## src/rtl/act_stream_pkg.sv

```systemverilog
// act_stream_pkg
// Shared definitions for the activation-stage output buffers: default word
// width, the stored {last, data} word layout, the occupancy state encoding
// and a helper for sizing occupancy counters.
package act_stream_pkg;

    localparam int unsigned DATA_W_DEFAULT = 32;

    // Stored FIFO entry at the default width: tile-framing bit above the payload.
    typedef struct packed {
        logic                      last;
        logic [DATA_W_DEFAULT-1:0] data;
    } act_word_t;

    typedef enum logic [1:0] {
        OCC_EMPTY   = 2'd0,
        OCC_PARTIAL = 2'd1,
        OCC_FULL    = 2'd2
    } occ_state_t;

    // Width of an occupancy counter that must represent 0..depth inclusive.
    function automatic int unsigned level_w(input int unsigned depth);
        return $clog2(depth) + 1;
    endfunction

endpackage

```

## src/rtl/swish_out_buffer_if.sv

```systemverilog
// swish_out_buffer_if
// Stream bundle around the Swish output buffer.
//   valid_in / data_in        : free-running producer stream (no backpressure)
//   m_valid / m_ready / m_data / m_last : valid/ready consumer stream with tile framing
// Modports:
//   slave  - the buffer's view (consumes valid_in/data_in, produces m_*)
//   master - the environment's view (drives valid_in/data_in/m_ready)
interface swish_out_buffer_if
    import act_stream_pkg::*;
#(
    parameter int unsigned DATA_W = DATA_W_DEFAULT
);
    logic              valid_in;
    logic [DATA_W-1:0] data_in;
    logic              m_valid;
    logic              m_ready;
    logic [DATA_W-1:0] m_data;
    logic              m_last;

    modport slave (
        input  valid_in, data_in, m_ready,
        output m_valid, m_data, m_last
    );

    modport master (
        output valid_in, data_in, m_ready,
        input  m_valid, m_data, m_last
    );
endinterface

```

## src/rtl/act_sync_fifo.sv

```systemverilog
// act_sync_fifo
// Synchronous first-word-fall-through FIFO shared by the activation stages.
// Ports:
//   clk, rst   : clock, asynchronous active-high reset
//   push, pop  : write / read strobes, already qualified by the caller
//                (no push while full unless popping, no pop while empty)
//   wdata      : entry to write
//   rdata      : entry at the read pointer (valid while !empty)
//   level      : occupancy 0..DEPTH
//   empty/full : decoded from the registered occupancy state
module act_sync_fifo
    import act_stream_pkg::*;
#(
    parameter int unsigned WIDTH = 33,
    parameter int unsigned DEPTH = 16
) (
    input  logic                        clk,
    input  logic                        rst,
    input  logic                        push,
    input  logic                        pop,
    input  logic [WIDTH-1:0]            wdata,
    output logic [WIDTH-1:0]            rdata,
    output logic [level_w(DEPTH)-1:0]   level,
    output logic                        empty,
    output logic                        full
);
    localparam int unsigned PW = $clog2(DEPTH);
    localparam int unsigned LW = level_w(DEPTH);

    logic [WIDTH-1:0] mem [DEPTH];
    logic [PW-1:0]    wptr;
    logic [PW-1:0]    rptr;
    occ_state_t       state;

    // Storage carries no reset: stale contents are never visible because
    // the occupancy state marks them empty.
    always_ff @(posedge clk) begin
        if (push) mem[wptr] <= wdata;
    end

    assign rdata = mem[rptr];
    assign empty = (state == OCC_EMPTY);
    assign full  = (state == OCC_FULL);

    always_ff @(posedge clk or posedge rst) begin
        if (rst) begin
            wptr  <= '0;
            rptr  <= '0;
            level <= '0;
            state <= OCC_EMPTY;
        end else begin
            if (push) wptr <= wptr + 1'b1;
            if (pop)  rptr <= rptr + 1'b1;

            if (push && !pop)      level <= level + 1'b1;
            else if (pop && !push) level <= level - 1'b1;

            // Push and pop together leave the occupancy state untouched.
            case (state)
                OCC_EMPTY: begin
                    if (push) state <= OCC_PARTIAL;
                end
                OCC_PARTIAL: begin
                    if (push && !pop && level == LW'(DEPTH - 1))
                        state <= OCC_FULL;
                    else if (pop && !push && level == LW'(1))
                        state <= OCC_EMPTY;
                end
                OCC_FULL: begin
                    if (pop && !push) state <= OCC_PARTIAL;
                end
                default: state <= OCC_EMPTY;
            endcase
        end
    end
endmodule

```

## src/rtl/swish_out_buffer.sv

```systemverilog
// swish_out_buffer
// Elastic output stage after the Swish activation. Absorbs the valid-only
// Swish stream into a FIFO and re-presents it as a valid/ready stream with
// tile framing (m_last every TILE_LEN accepted words).
// Ports:
//   clk, rst     : clock, asynchronous active-high reset
//   bus          : stream bundle (valid_in/data_in in, m_valid/m_ready/m_data/m_last)
//   level        : FIFO occupancy
//   almost_full  : registered, high while level >= DEPTH-2
//   overflow     : sticky, set when a word is dropped on a full FIFO
//   clear_err    : clears overflow (a same-cycle drop takes priority)
module swish_out_buffer
    import act_stream_pkg::*;
#(
    parameter int unsigned DATA_W   = DATA_W_DEFAULT,
    parameter int unsigned DEPTH    = 16,
    parameter int unsigned TILE_LEN = 256
) (
    input  logic                      clk,
    input  logic                      rst,
    swish_out_buffer_if.slave         bus,
    output logic [level_w(DEPTH)-1:0] level,
    output logic                      almost_full,
    output logic                      overflow,
    input  logic                      clear_err
);
    localparam int unsigned LW = level_w(DEPTH);
    localparam int unsigned CW = (TILE_LEN > 1) ? $clog2(TILE_LEN) : 1;
    localparam int unsigned WW = DATA_W + 1;
    localparam logic [LW-1:0] AF_TH = LW'(DEPTH - 2);

    logic [CW-1:0] tile_cnt;
    logic          tile_last;
    logic          push;
    logic          pop;
    logic          drop;
    logic          empty;
    logic          full;
    logic [WW-1:0] wdata;
    logic [WW-1:0] rdata;
    logic [LW-1:0] level_nxt;

    assign pop       = !empty && bus.m_ready;
    assign push      = bus.valid_in && (!full || pop);
    assign drop      = bus.valid_in && full && !pop;
    assign tile_last = (32'(tile_cnt) == TILE_LEN - 1);
    assign wdata     = {tile_last, bus.data_in};

    act_sync_fifo #(
        .WIDTH (WW),
        .DEPTH (DEPTH)
    ) u_fifo (
        .clk   (clk),
        .rst   (rst),
        .push  (push),
        .pop   (pop),
        .wdata (wdata),
        .rdata (rdata),
        .level (level),
        .empty (empty),
        .full  (full)
    );

    // Head is zero-gated so stale storage never leaks onto the bus.
    assign bus.m_valid = !empty;
    assign bus.m_data  = empty ? '0 : rdata[DATA_W-1:0];
    assign bus.m_last  = !empty && rdata[DATA_W];

    // almost_full tracks the post-edge occupancy so it moves on the same
    // edge as the push/pop that changes level.
    always_comb begin
        level_nxt = level;
        if (push && !pop)      level_nxt = level + 1'b1;
        else if (pop && !push) level_nxt = level - 1'b1;
    end

    always_ff @(posedge clk or posedge rst) begin
        if (rst) begin
            tile_cnt    <= '0;
            almost_full <= 1'b0;
            overflow    <= 1'b0;
        end else begin
            if (push) tile_cnt <= tile_last ? '0 : tile_cnt + 1'b1;
            almost_full <= (level_nxt >= AF_TH);
            if (drop)           overflow <= 1'b1;
            else if (clear_err) overflow <= 1'b0;
        end
    end
endmodule

```

## src/flat_wrapper.sv

```systemverilog
// flat-port wrapper written by rule: the top's interface ports become plain ports
module swish_out_buffer_flat import act_stream_pkg::*;
#(
    parameter int unsigned DATA_W   = DATA_W_DEFAULT,
    parameter int unsigned DEPTH    = 16,
    parameter int unsigned TILE_LEN = 256
)
  (clk, rst, level, almost_full, overflow, clear_err, bus_valid_in, bus_data_in, bus_m_ready, bus_m_valid, bus_m_data, bus_m_last);
  swish_out_buffer_if #(.DATA_W(DATA_W)) bus_i ();
  input  logic clk;
  input  logic rst;
  output logic [level_w(DEPTH)-1:0] level;
  output logic almost_full;
  output logic overflow;
  input  logic clear_err;
  input wire logic [$bits(bus_i.valid_in)-1:0] bus_valid_in;
  input wire logic [$bits(bus_i.data_in)-1:0] bus_data_in;
  input wire logic [$bits(bus_i.m_ready)-1:0] bus_m_ready;
  output wire logic [$bits(bus_i.m_valid)-1:0] bus_m_valid;
  output wire logic [$bits(bus_i.m_data)-1:0] bus_m_data;
  output wire logic [$bits(bus_i.m_last)-1:0] bus_m_last;
  assign bus_i.valid_in = bus_valid_in;
  assign bus_i.data_in = bus_data_in;
  assign bus_i.m_ready = bus_m_ready;
  assign bus_m_valid = bus_i.m_valid;
  assign bus_m_data = bus_i.m_data;
  assign bus_m_last = bus_i.m_last;
  swish_out_buffer #(.DATA_W(DATA_W), .DEPTH(DEPTH), .TILE_LEN(TILE_LEN)) u_core (.clk(clk), .rst(rst), .bus(bus_i), .level(level), .almost_full(almost_full), .overflow(overflow), .clear_err(clear_err));
endmodule
```

## config.mk

```make
export PLATFORM = sky130hd
export DESIGN_NAME = swish_out_buffer_flat
export DESIGN_NICKNAME = d
export VERILOG_FILES = /design/src/rtl/act_stream_pkg.sv /design/src/rtl/swish_out_buffer_if.sv /design/src/rtl/act_sync_fifo.sv /design/src/rtl/swish_out_buffer.sv /design/src/flat_wrapper.sv
export SDC_FILE = /design/constraint.sdc
export NUM_CORES = 1
export LEC_CHECK = 0
export BUFFER_PORTS_ARGS = -buffer_cell sky130_fd_sc_hd__buf_2
export CAP_MARGIN = 20
export CORE_MARGIN = 1.5
export CORE_UTILIZATION = 44
export CTS_BUF_LIST = sky130_fd_sc_hd__clkbuf_2 sky130_fd_sc_hd__clkbuf_4 sky130_fd_sc_hd__clkbuf_8
export CTS_CLUSTER_SIZE = 20
export DETAILED_ROUTE_END_ITERATION = 6
export PLACE_DENSITY_LB_ADDON = 0.15
export SETUP_SLACK_MARGIN = 0.1
export SLEW_MARGIN = 20
export SYNTH_ARGS = -nofsm -noshare
export SYNTH_HDL_FRONTEND = slang
export SYNTH_SLANG_ARGS = --single-unit
```

## constraint.sdc

```tcl
create_clock -name clk -period 6.8 [get_ports clk]
set_clock_uncertainty 0.1 [all_clocks]
set_input_delay 1.36 -clock clk [delete_from_list [all_inputs] [get_ports clk]]
set_output_delay 1.36 -clock clk [all_outputs]
set_load 0.02 [all_outputs]
```

# After elaboration in Yosys (flattened, before gate mapping)
# Memory sizes are Yosys's and may differ from the RTL's.
# Cells that the tools add are included.
# word_totals
reg_bits,25
latchBits,0
ram_bits,528
rom_bits,0
input_bits,37
out_inout_bits,41
elab_cells,52
memories,1
# memory_table
name,words,word_bits,rd,rd_clocked_by_memory_dff,write_ports,line,source
u_core.u_fifo.mem,16,33,1,0,1,act_sync_fifo.sv:30,logic [WIDTH-1:0] mem [DEPTH];
# classes
addsub,5
n_mul,0
div,0
order_cmp,1
eq_ne,8
shifts,0
n_mux,13
bitwise,0
n_reduce_logical,17
# ops
operator,count
32-bit two-way mux,1
5-bit two-way mux,2
1-bit logical AND,9
"4-bit by 1-bit adder with 4-bit output, second input constant",2
"8-bit by 1-bit adder with 8-bit output, second input constant",1
"8-bit == test, second input constant",1
2-bit two-way mux,4
8-bit two-way mux,1
2-bit one-hot mux with 3 select lines,1
"5-bit by 1-bit adder with 5-bit output, second input constant",1
"5-bit by 1-bit == test with 1-bit output, second input constant",1
"5-bit by 4-bit == test with 1-bit output, second input constant",1
"5-bit by 4-bit >= comparator with 1-bit output, second input constant",1
"5-bit by 1-bit subtractor with 5-bit output, second input constant",1
1-bit zero test,4
1-bit two-way mux,4
"3-bit inequality test, second input constant",1
3-bit AND reduction,1
"2-bit by 1-bit == test with 1-bit output, second input constant",1
"2-bit == test, second input constant",1
2-bit zero test,1
"2-bit by 1-bit inequality test with 1-bit output, second input constant",1
"2-bit inequality test, second input constant",1
2-bit nonzero test,1
1-bit logical OR,1

# Depth between registers and ports, before layout
# depth
word_depth,11
mapped_depth,7
depth_no_buf,7

# Cells and area by module
# Synthesis repeated with hierarchy kept, for this count alone.
# unflattened
hier_cells,1019
area_unflattened_um2,21609.5
# modules_own_cells
mod,instances,cells_each,area_per_inst_um2,seq_area_each_um2
act_sync_fifo,1,906,20668.6,16230.6
swish_out_buffer,1,113,940.9,250.2

# Worst setup path before layout
# No wires, ideal clock.
# synth_timing
kind,input to register
start,input port bus_valid_in
end,memory u_core.u_fifo.mem[13][0] (enable)
setup_time_ns,0.392
arrival_ns,2.912
required_time_ns,6.308
setup_slack_ns,3.395
path_stages,4
path_buffers,2
path_cell_list,buf_2 > o21a_1 > clkbuf_1 > and4_1
# synth_via
elab_chain_cells,3
# synth_lines
element,line,source
from (decl),flat_wrapper.sv:16,input wire logic [$bits(bus_i.valid_in)-1:0] bus_valid_in;
1-bit logical AND,swish_out_buffer.sv:44,assign push = bus.valid_in && (!full || pop);
1-bit two-way mux,act_sync_fifo.sv:38,if (push) mem[wptr] <= wdata;
1-bit two-way mux (not written as such),act_sync_fifo.sv:38,
to (decl),act_sync_fifo.sv:30,
# No other way between the ends.

# Worst setup path after layout
# layout_timing
start,register u_core.u_fifo.rptr[0]
end,output port bus_m_data[29]
# layout_via
elab_chain_cells,2
# layout_lines
element,line,source
from (decl),act_sync_fifo.sv:32,logic [PW-1:0] rptr;
from (signal assigned),act_sync_fifo.sv:53,if (pop) rptr <= rptr + 1'b1;
memory read 16 x 33 bit,-,
32-bit two-way mux,swish_out_buffer.sv:66,assign bus.m_data = empty ? '0 : rdata[DATA_W-1:0];
to (decl),flat_wrapper.sv:20,output wire logic [$bits(bus_i.m_data)-1:0] bus_m_data;
# No other way between the ends.

==> results by group <==
Status
  – Status: complete, no violations

Setup path
  – Worst-path maximum fanout: 46
  – CP Class: reg2out
  – Startpoint types: register
  – CP peak stage delay: 1.05 ns
  – CP endpoint kind: primary output
  – Crit path DAT: 3.40 ns
  – WP data required: 5.34 ns
  – Slowest CP cell: dfrtp_4
  – CP top delay family: flip-flops
  – Worst path cell trace: buf_12 > mux4_2 > a22oi_1 > a21oi_1 > buf_2
  – CP Buf/Inv Count: 2

Routing
  – Routed vias: 10,185
  – Via/cell ratio: 5.703
  – Routed wire length per instance: 27.05 um
  – WL final: 48,310 um
  – Drt first pass iters: 5
  – Drt drc: 0
  – Post-DRT Antenna Nets: 0
  – Iter 0 DRT Violations: 891

Finish
  – Area growth syn-to-layout: 12.92%
  – Sequential Area: 16,490 um^2
  – Final nets: 1,157
  – N_diodes: 0
  – Layout Utilization: 50.29%
  – Area of the multi-input gates: 4508 um^2
  – Share of post-route cells with drive strength above 1: 32.79%
  – # fillers: 3,847

CTS
  – Post-CTS Setup Bufs: 0
  – Reg clk slew, reported paths: 0.06 ns
  – Max Buffers Root-to-Sink: 3
  – Num CTS Buffers: 89
  – CTS tree: done
  – H-tree depth: 3
  – Hold_buf cts: 0
  – CTS sink cnt: 553
  – Clock latency on the worst-skew pair: 0.66 ns
  – PostCTS Resize Cnt: 0
  – Clk root buf: clkbuf_8

Timing
  – Max Slew Vio Count: 0
  – Fin. Hold Viols: 0
  – TNS Setup: 0 ns
  – Final setup viols: 0
  – Worst-Margin Slew: 0.9862 ns
  – Period utilization: 71.42%
  – RSZ-0062 raised after global routing: no
  – Rel. slew slack: 34.26%
  – Fin crit period: 4.856 ns
  – Fmax: 205.9 MHz
  – Fin worst setup slack: 1.944 ns

Floorplanning
  – Die footprint: 49,650 um^2
  – Row cnt: 80
  – Die W: 222.8 um
  – I/O Pins: 78
  – Core area: 47,750 um^2
  – Initial cell density of the core: 44.53%
  – Die Ht: 222.8 um

Yosys
  – Synth async-reset ratio: 4.521%
  – Number of synthesized flops with an enable pin: 528
  – Synth cell count leaders: 528 x edfxtp_1, 130 x mux4_2, 66 x a22oi_1, 37 x a21oi_1
  – Most used flip-flop cell after synthesis: edfxtp_1
  – Gate Count Post-Synth: 971
  – Synth warn: 0
  – Synthesized area per cell: 21.90 um^2
  – Post-Syn Nets: 1,018
  – Seq cells post-synth: 553
  – Most frequent cell after synthesis: edfxtp_1
  – Register area share after synthesis: 77.51%
  – Area leader, netlist: edfxtp_1
  – Post-synthesis cell type count: 38
  – Top post-synthesis cells by area: edfxtp_1 75%, mux4_2 14%, dfrtp_1 2.9%
  – Mapped cell area: 21,260 um^2
  – Top-area cell type share of the netlist area: 74.57%

Place
  – Post-DP HPWL: 23,670 um
  – GPL Wtd Cong: 0.6813
  – IO Port Bufs: 77
  – Post-Place Worst Slack: 2.570 ns

Pwr
  – Leakage: 7.795 nW
  – Post-layout power: 9.997 mW
  – Pwr Density: 416.4 nW/um^2
  – Max rail drop VDD: 0.2484 mV

Global route
  – First-pass GRT wire length: 70,690 um
  – Vias in the first global route: 10,832
  – Largest net degree at the start of global routing: 74
  – GRT Util Overall: 19.94%
  – Initial antenna violation count: 2
  – Global route overflow: 0

Run
  – Max-cap violation count: 0

Min path
  – Worst hold-check path type: reg2reg
==> per-layer routing <==
| layer | track usage (%) | wire, um | vias up |
|---|---|---|---|
| li1 | - | - | 4376 |
| met1 | 27.89 | 21630 | 5464 |
| met2 | 31.77 | 23370 | 258 |
| met3 | 4.020 | 2234 | 83 |
| met4 | 6.122 | 1046 | 4 |
| met5 | 0 | 27 | - |
==> cell type report <==
| type | count | share of cell area [%] |
|---|---|---|
| Sequential cell | 553 | 68.67 |
| Inverter | 9 | 0.1407 |
| Tap cell | 615 | 3.205 |
| Clock buffer | 117 | 6.003 |
| Multi-Input combinational cell | 354 | 18.78 |
| Clock inverter | 35 | 0.6775 |
| Timing Repair Buffer | 103 | 2.522 |
==> per-stage QoR <==
| step | hold WS [ns] | instances | instance area [um^2] |
|---|---|---|---|
| 2_1_floorplan | 0.3595 | 971 | 21260 |
| 3_3_place_gp | 0.3872 | 1634 | 22400 |
| 3_5_place_dp | 0.3908 | 1634 | 22400 |
| 4_1_cts | 0.4025 | 1786 | 24010 |
| 5_1_grt | 0.4216 | 1786 | 24010 |
| 6_report | 0.4009 | 1786 | 24010 |
==> power breakdown <==
group	switching, mW	internal, mW	leakage (nW)
clock network	1.26	1.37	0.847
registers	0.298	4.11	5.07
logic	1.69	1.26	1.88
total	3.25	6.74	7.80
==> sequential cells by signal, indices dropped and copies added, names as in the netlist <==
register and cells:
u_core.u_fifo.mem 528, u_core.overflow 1, u_core.u_fifo.rptr 4, u_core.u_fifo.wptr 4
u_core.tile_cnt 8, u_core.u_fifo.level 5, u_core.almost_full 1, u_core.u_fifo.state 2
==> logic make-up after synthesis <==
| group | Yosys count | share of synthesized area [%] |
|---|---|---|
| buf+inv | 64 | 1.542 |
| flops | 553 | 77.51 |
| fa+ha+maj | 10 | 0.5884 |
| xor+xnor | 16 | 0.6590 |
| compound gates | 121 | 3.760 |
| mux | 135 | 14.16 |
| simple gates | 72 | 1.783 |
==> placed cells by master, fill, tap and decap left out, types with 3 or more instances in the layout <==
master	n
o21ai_0	7
clkbuf_8	90
mux2i_1	3
mux4_2	130
dfrtp_1	23
buf_4	24
clkbuf_4	27
and2_2	9
and3_2	4
xnor2_1	16
and3_1	3
nand2_1	18
clkinv_2	4
ha_1	10
buf_2	77
a21oi_1	37
clkinv_1	27
nand3_1	3
nor2b_1	3
nor2_1	11
nor3_1	5
inv_1	8
inv_6	3
and4_2	4
a22oi_1	66
nand4_1	3
edfxtp_1	528
==> worst register-to-register path, stage by stage (launching register included) <==
cell and delay [ns]:
dfrtp_1 0.57, nand2b_1 0.18, o21a_1 0.43, nand2_1 0.11, nor2_1 0.20, and2_2 0.57
buf_4 0.53
==> final timing paths <==
check                                       start                      end  slack, ns  cells past startpoint
max                         u_core.u_fifo.rptr[0]           bus_m_data[29]       1.94                      5
min                            u_core.tile_cnt[4]       u_core.tile_cnt[4]       0.40                      1
max reg2reg                u_core.u_fifo.state[0]  u_core.u_fifo.mem[6][5]       3.72                      6
min reg2reg                    u_core.tile_cnt[4]       u_core.tile_cnt[4]       0.40                      1
max in group asynchronous                     rst    u_core.u_fifo.rptr[0]       5.43                      2
min in group asynchronous                     rst   u_core.u_fifo.level[2]       0.68                      2
No activity file was read; power rests on OpenSTA's default activity.
